## src/rtl/f8_divider.sv

```systemverilog
// f8_divider: 16-bit sequential restoring divider for the f8 core.
// Signed/unsigned, one quotient bit per cycle, ALU-style z/n/c flags.
module f8_divider (
    input  logic        clk,
    input  logic        reset,
    input  logic        start,
    input  logic        signed_in,
    input  logic [15:0] dividend,
    input  logic [15:0] divisor,
    output logic        busy,
    output logic        done,
    output logic [15:0] quotient,
    output logic [15:0] remainder,
    output logic        z_out,
    output logic        n_out,
    output logic        c_out
);

    typedef enum logic [1:0] {
        IDLE,
        CALC,
        FIX,
        DONE
    } state_t;

    state_t      state;
    state_t      state_next;

    logic [15:0] work;
    logic [15:0] prem;
    logic [15:0] dsr_mag;
    logic [3:0]  count;
    logic        q_sign;
    logic        r_sign;
    logic        ovf;

    logic        accept;
    logic        div_zero;
    logic [16:0] shifted;
    logic        fits;
    logic [15:0] trial;
    logic [15:0] q_fix;
    logic [15:0] r_fix;

    assign accept   = start && (state == IDLE || state == DONE);
    assign div_zero = (divisor == 16'd0);
    assign busy     = (state == CALC) || (state == FIX);
    assign done     = (state == DONE);

    // Restoring step and sign fix-up; a kept difference is always below the
    // divisor, so the low 16 bits of the subtraction are exact.
    always_comb begin
        shifted = {prem, work[15]};
        fits    = (shifted >= {1'b0, dsr_mag});
        trial   = shifted[15:0] - dsr_mag;
        q_fix   = q_sign ? (16'd0 - work) : work;
        r_fix   = r_sign ? (16'd0 - prem) : prem;
    end

    // State register.
    always_ff @(posedge clk or posedge reset) begin
        if (reset) begin
            state <= IDLE;
        end else begin
            state <= state_next;
        end
    end

    // Next-state logic; start is only honoured in IDLE or DONE.
    always_comb begin
        state_next = state;
        unique case (state)
            IDLE: begin
                if (start) begin
                    state_next = div_zero ? DONE : CALC;
                end
            end
            CALC: begin
                if (count == 4'd0) begin
                    state_next = FIX;
                end
            end
            FIX: begin
                state_next = DONE;
            end
            DONE: begin
                if (start) begin
                    state_next = div_zero ? DONE : CALC;
                end else begin
                    state_next = IDLE;
                end
            end
            default: begin
                state_next = IDLE;
            end
        endcase
    end

    // Operand capture, iteration, and result/flag update.
    always_ff @(posedge clk or posedge reset) begin
        if (reset) begin
            work      <= 16'd0;
            prem      <= 16'd0;
            dsr_mag   <= 16'd0;
            count     <= 4'd0;
            q_sign    <= 1'b0;
            r_sign    <= 1'b0;
            ovf       <= 1'b0;
            quotient  <= 16'd0;
            remainder <= 16'd0;
            z_out     <= 1'b1;
            n_out     <= 1'b0;
            c_out     <= 1'b0;
        end else if (accept) begin
            q_sign  <= signed_in & (dividend[15] ^ divisor[15]);
            r_sign  <= signed_in & dividend[15];
            work    <= (signed_in & dividend[15]) ? (16'd0 - dividend) : dividend;
            dsr_mag <= (signed_in & divisor[15]) ? (16'd0 - divisor) : divisor;
            prem    <= 16'd0;
            count   <= 4'd15;
            ovf     <= signed_in && (dividend == 16'h8000) && (divisor == 16'hFFFF);
            if (div_zero) begin
                quotient  <= 16'hFFFF;
                remainder <= dividend;
                z_out     <= 1'b0;
                n_out     <= 1'b1;
                c_out     <= 1'b1;
            end
        end else if (state == CALC) begin
            work  <= {work[14:0], fits};
            prem  <= fits ? trial : shifted[15:0];
            count <= count - 4'd1;
        end else if (state == FIX) begin
            quotient  <= q_fix;
            remainder <= r_fix;
            z_out     <= (q_fix == 16'd0);
            n_out     <= q_fix[15];
            c_out     <= ovf;
        end
    end

endmodule

```

## config.mk

```make
export PLATFORM = sky130hd
export DESIGN_NAME = f8_divider
export DESIGN_NICKNAME = d
export VERILOG_FILES = /design/src/rtl/f8_divider.sv
export SDC_FILE = /design/constraint.sdc
export NUM_CORES = 1
export LEC_CHECK = 0
export CAP_MARGIN = 20
export CORE_UTILIZATION = 40
export DETAILED_ROUTE_END_ITERATION = 7
export PLACE_DENSITY_LB_ADDON = 0.12
export SLEW_MARGIN = 20
export SYNTH_ARGS = -nofsm -noshare
export SYNTH_HDL_FRONTEND = slang
export SYNTH_SLANG_ARGS = --single-unit
```

## constraint.sdc

```tcl
create_clock -name clk -period 2.7 [get_ports clk]
set_input_delay 0.405 -clock clk [delete_from_list [all_inputs] [get_ports clk]]
set_output_delay 0.405 -clock clk [all_outputs]
set_load 0.01 [all_outputs]
```

==> impl_metrics.toml <==
[final_layout]
finalNetCount = 913
areaGrowthSynthToFinish_pct = 28.9
num_antenna_cells = 0
layoutNonFillerInstCount = 1042
finalCoreUtilization_pct = 52.6
post_route_cells_drive_above_1_share_pct = 11.5

[synthesis]
mean_instance_size_in_the_synthesized_netlist_um2 = 8.24
ys_top_cells_by_area = "sky130_fd_sc_hd__dfrtp_1 36%, sky130_fd_sc_hd__nand2_1 6.6%, sky130_fd_sc_hd__o21ai_0 6.4%, sky130_fd_sc_hd__ha_1 5.5%, sky130_fd_sc_hd__xor2_1 5.4%"
synth_enable_flop_cells = 0
synth.cells.most_frequent = "108 x sky130_fd_sc_hd__nand2_1, 90 x sky130_fd_sc_hd__dfrtp_1, 79 x sky130_fd_sc_hd__o21ai_0"
synthArstFlopShare_pct = 100
yosysTopAreaCell = "sky130_fd_sc_hd__dfrtp_1"
synth.yosys.seq_area_share_pct = 36.8
net_count_of_the_mapped_netlist = 815
ys.warnings.count = 0
synthDistinctLibCells = 54
most_repeated_cell_in_the_gate_level_netlist_after_synthesis = "sky130_fd_sc_hd__nand2_1"
ys_seq_elements = 91
netlist.area_leader.share_pct = 36.4
synth_flop_cell = "sky130_fd_sc_hd__dfrtp_1"
mappedNetlistArea_um2 = 6190
postSynthCellCount = 751

[detailed_routing]
dr.first_iter.drc_count = 390
wl_um = 17900
detail_route.wl_per_cell_um = 17.2
route.met2.wl_um = 8940
drt_pass1_iterations = 6
ant_nets = 0
vias = 5775
detailroute.wirelength.met3_um = 653
topRoutingLayerUsed = "met4"
viasPerCell = 5.54
drt_met1_wl_um = 7980
drcViolationCount = 0

[pwr]
cell_pwr_density_nw_per_um2 = 1360
vdd_ir_drop_max_v = 0.000512
power.total_mw = 10.8
leakage_nw = 3.43

[placed_design]
io_buffers = 72
gpl.final_weighted_congestion = 0.939
placed_cells = 1018
place_hpwl_um = 13200
dp_slack_ps = -473

[global_route]
first_global_vias = 5772
grt_start_max_net_pins = 57
track_usage_pct = 23.7
grt_pass1_wl_um = 29800
global_route.overflow_total = 0
grt_antenna_before_repair = 0

[sta]
final.min_clock_period_ps = 2590
clock_skew_ps = 7.86
fmax_mhz = 386
timing.final.hold_violations = 0
totalNegativeSetupSlack_ps = 0
fin_crit_sh_pct = 96.0
rsz_0062_raised_after_global_routing = "true"
slew_violations = 0
max-slew-margin-rel_pct = 57.4
timing.final.ws_setup_ps = 107
final_count_of_negative_setup_slack_endpoints = 0
tightestPinTransition_ps = 639

[min_path]
min-delay-path-class = "in2async"

[floorplan]
floorplan.rows = 45
placeableCoreArea_um2 = 15100
die-width_um = 126
die_area_um2 = 16000
ioPinCount = 73
fp.dieH_um = 126
initial_utilization_pct = 40.8

[setup_path]
crit_path_end_kind = "register"
critPathLaunchType = "primary input"
worst-path-max-fanout = 7
cp_data_required_time_ps = 2970
arrival_time_at_the_worst_endpoint_ps = 2870
path_class = "in2reg"

[clock_network]
holdBufCountCts = 0
clk-insertion-delay-late_ps = 350
tritoncts.num_buffers = 9
clk_root_buffer_cell = "sky130_fd_sc_hd__clkbuf_16"
cts_tree = "yes"
cts_h_tree_lvls = 3
clock_sinks = 91
cts.path.max_buffers = 2
path_clk_slew_ps = 70

[outcome]
run_status = "completed"

[run]
cap_viol_max_count = 0
## what timing repair did
item,4_1_cts,5_1_grt
pin swaps,7,4
gates cloned,3,0
buffers inserted,5,0
resized for setup,20,5
endpoints found under the setup margin,33,42
## sequential cells by signal (all words and copies together) (netlist names)
name and cells:
dsr_mag 16, prem 16, quotient 16, remainder 16
work 16, count 4, state 2, c_out 1
ovf 1, q_sign 1, r_sign 1, z_out 1
## per-layer routing
| metal | up-vias | GRT usage (%) |
|---|---|---|
| met4 | 0 | 7.73 |
| li1 | 2822 | - |
| met5 | - | 0 |
| met2 | 149 | 41.4 |
| met1 | 2780 | 30.3 |
| met3 | 24 | 3.12 |
## layout make-up
type,count,area [µm²]
tap,188,235
clock inverter,5,85.1
timing repair buffer,130,1320
fill,1420,7170
sequential,91,2280
clock buffer,11,253
inverter,38,146
multi-input combinational,579,3660
## cells in the final DEF, fill, tap and decap left out, types with 9 or more instances in the layout
cell                              netlist  final
sky130_fd_sc_hd__nand2_1              108    108
sky130_fd_sc_hd__dfrtp_1               90     90
sky130_fd_sc_hd__o21ai_0               79     78
sky130_fd_sc_hd__clkdlybuf4s50_1        0     69
sky130_fd_sc_hd__a21oi_1               63     63
sky130_fd_sc_hd__nor2_1                58     57
sky130_fd_sc_hd__buf_4                  1     46
sky130_fd_sc_hd__xor2_1                38     38
sky130_fd_sc_hd__inv_1                 38     37
sky130_fd_sc_hd__xnor2_1               28     28
sky130_fd_sc_hd__ha_1                  27     26
sky130_fd_sc_hd__mux2i_1               25     25
sky130_fd_sc_hd__nor3_1                14     13
sky130_fd_sc_hd__o31ai_1               13     13
sky130_fd_sc_hd__o211ai_1              10     10
sky130_fd_sc_hd__nand3_1                9      9
sky130_fd_sc_hd__clkbuf_16              0      9
## per-stage QoR
step	area (µm²)	hold slack, ps
final	7970	437
after global routing	7970	490
after detailed placement	7420	462
after CTS	7950	454
after floorplan	6190	450
after global placement	7420	466
## report_power, final
group          leakage, nW  total, mW  switching [mW]  internal, mW
Combinational         2.16       6.78            3.70          3.08
Sequential            1.10       2.62           0.598          2.02
Clock                0.162       1.43           0.562         0.865
## final timing paths
kind | cells past startpoint | slack (ps) | from | endpoint
worst min register to register | 2 | 470 | remainder[9]$_DFFE_PP0P_ | remainder[9]$_DFFE_PP0P_
worst max register to register | 11 | 130 | work[15]$_DFFE_PP0P_ | prem[12]$_DFFE_PP0P_
max in group asynchronous | 3 | 1600 | reset | prem[5]$_DFFE_PP0P_
worst max-delay path | 11 | 110 | divisor[9] | quotient[12]$_DFFE_PP0P_
worst min-delay path | 2 | 440 | reset | quotient[3]$_DFFE_PP0P_
min in group clk | 2 | 470 | remainder[9]$_DFFE_PP0P_ | remainder[9]$_DFFE_PP0P_
## kinds of logic (layout without fill, tap and decap cells)
logic type	after synthesis	in the layout	share of synthesized area (%)
simple gates	237	237	17.2
buf+inv	81	184	5.28
fa+ha+maj	28	28	5.78
flops	91	91	36.8
xor+xnor	66	66	9.34
compound gates	223	223	21.5
mux	25	25	4.05
## worst max-delay path: stages
cell and delay, ps:
sky130_fd_sc_hd__clkdlybuf4s15_2 190, sky130_fd_sc_hd__or3_4 360, sky130_fd_sc_hd__or3_4 340, sky130_fd_sc_hd__or4_4 430, sky130_fd_sc_hd__or3_4 420, sky130_fd_sc_hd__o21ai_4 190, sky130_fd_sc_hd__buf_6 150, sky130_fd_sc_hd__buf_12 100
sky130_fd_sc_hd__buf_16 110, sky130_fd_sc_hd__nor2_1 50, sky130_fd_sc_hd__a21oi_1 120
Note: power is estimated with default switching activity, not from simulation.
==> RTL change (same settings) <==
Register the input `dividend` before use. The logic sees it one clock later. The other inputs are not delayed to match.
--- a/src/rtl/f8_divider.sv
+++ b/src/rtl/f8_divider.sv
@@ -23,4 +23,10 @@
         DONE
     } state_t;
+
+    logic [15:0] dividend_q;
+
+    always_ff @(posedge clk) begin
+        dividend_q <= dividend;
+    end
 
     state_t      state;
@@ -113,14 +119,14 @@
             c_out     <= 1'b0;
         end else if (accept) begin
-            q_sign  <= signed_in & (dividend[15] ^ divisor[15]);
-            r_sign  <= signed_in & dividend[15];
-            work    <= (signed_in & dividend[15]) ? (16'd0 - dividend) : dividend;
+            q_sign  <= signed_in & (dividend_q[15] ^ divisor[15]);
+            r_sign  <= signed_in & dividend_q[15];
+            work    <= (signed_in & dividend_q[15]) ? (16'd0 - dividend_q) : dividend_q;
             dsr_mag <= (signed_in & divisor[15]) ? (16'd0 - divisor) : divisor;
             prem    <= 16'd0;
             count   <= 4'd15;
-            ovf     <= signed_in && (dividend == 16'h8000) && (divisor == 16'hFFFF);
+            ovf     <= signed_in && (dividend_q == 16'h8000) && (divisor == 16'hFFFF);
             if (div_zero) begin
                 quotient  <= 16'hFFFF;
-                remainder <= dividend;
+                remainder <= dividend_q;
                 z_out     <= 1'b0;
                 n_out     <= 1'b1;
Check against the original RTL: not equivalent (a bounded check fails within 4 cycles, from zero or initial values and one cycle with reset high).
==> RTL change against the original RTL <==
  * Synthesized area increased by 6.1%
  * Via count fell by 1.2%
  * Power is 0.68% higher
  * Routed wire length shrank 2.8%
  * Critical path type is now flip-flop to flip-flop
  * Cell area is 0.13% higher
  * Sequential cell count is 16 higher
  * Largest power group unchanged
  * Setup slack better by 0.058 ns
==> RTL change: results (changes against the original RTL) <==
- Maximum VDD drop: 0.640 mV (+25%)
- CTS sink cnt: 107 (+18%)
- NonClk Buf Share: 12.8% (-3.7 points)
- Syn_nets: 831 (+2.0%)
- DR vias: 5705 (-1.2%)
- CP peak stage delay: 0.55 ns (+0.12 ns)
- Clock network area share: 3.92% (-0.32 points)
- M2 GR Usage: 35.5% (-5.9 points)
- CP max stage cell: or4_1
- Hold WC Path Type: flip-flop to flip-flop
- FF-to-FF path depth: 8 (-3)
- Total track usage: 21.7% (-2.0 points)
- Status: completed
- Inverter count: 39 (+2.6%)
- DP Worst Slack: -0.0962 ns (+0.377 ns)
- Ys async rst share: 85.0% (-15 points)
- Multi-input gates: 576 (-0.52%)
- Pleak: 3.41 nW (-0.58%)
- Reg-to-reg setup timing slack: 0.16 ns (+0.03 ns)
- Net switching power: 4.96 mW (+1.9%)
- RD Place Congestion: 0.891 (-5.1%)
- M1 WL: 8190 um (+2.6%)
- M3 GR Usage: 3.28% (+0.16 points)
- Tcrit/Tclk final: 93.9% (-2.1 points)
- M1 GR Usage: 29.6% (-0.69 points)
- Detailed placer's ending HPWL: 13300 um (+0.91%)
- Worst Max-Slew Pin Slew: 0.612 ns (-0.0269 ns)
- CTS resizes: 0 (-100%)
- Nets: 904 (-0.99%)
- Power share of the clock group: 12.7% (-0.5 points)
- Share of layout cells above drive strength 1: 7.93% (-3.5 points)
- Fillers: 1570 (+11%)
- Reg2reg start: prem[8]
- Post-CTS setup repair buffer count: 0 (-5)
- Fraction of area in multi-input gates: 45.5% (-0.42 points)
- Worst-path maximum fanout: 14 (+7)
- Metal2 WL: 8270 um (-7.5%)
- Number of global-route vias before repair: 5569 (-3.5%)
- Routed wl met3: 647 um (-0.92%)
- Final Skew: 0.00723 ns (-0.000625 ns)
- Critical Path End: prem[7]
## RTL change: cell types whose count changed in the layout (fill, tap and decap cells not counted), sizes merged, moves of 4 or more
| cell | change |
|---|---|
| nand2b | -6 |
| nor2 | -4 |
| buf | -24 |
| o211ai | -5 |
| xor2 | -5 |
| nand3 | +7 |
| nand2 | -6 |
| inv | +5 |
| a21oi | -9 |
| xnor2 | +10 |
| dfxtp | +16 |
| mux2i | +6 |
| nor3 | +6 |
## RTL change: stage by stage
step	cells	setup TNS, ns	hold WS [ns]	instance area (um2)
6_report	1061	0	0.481	7980
5_1_grt	1061	0	0.470	7980
4_1_cts	1061	0	0.474	7970
3_5_place_dp	1045	-0.788	0.471	7650
3_3_place_gp	1045	0	0.467	7650
2_1_floorplan	767	0	0.433	6570
## RTL change: cells by family after synthesis
group                      share of synthesized area, %
xor gates and xnor gates                           9.48
and+or+nand+nor                                    16.7
adders and majority gates                          5.45
buffers and inverters                              5.47
DFF                                                39.6
AOI/OAI and AO/OA                                  18.5
muxes                                              4.73
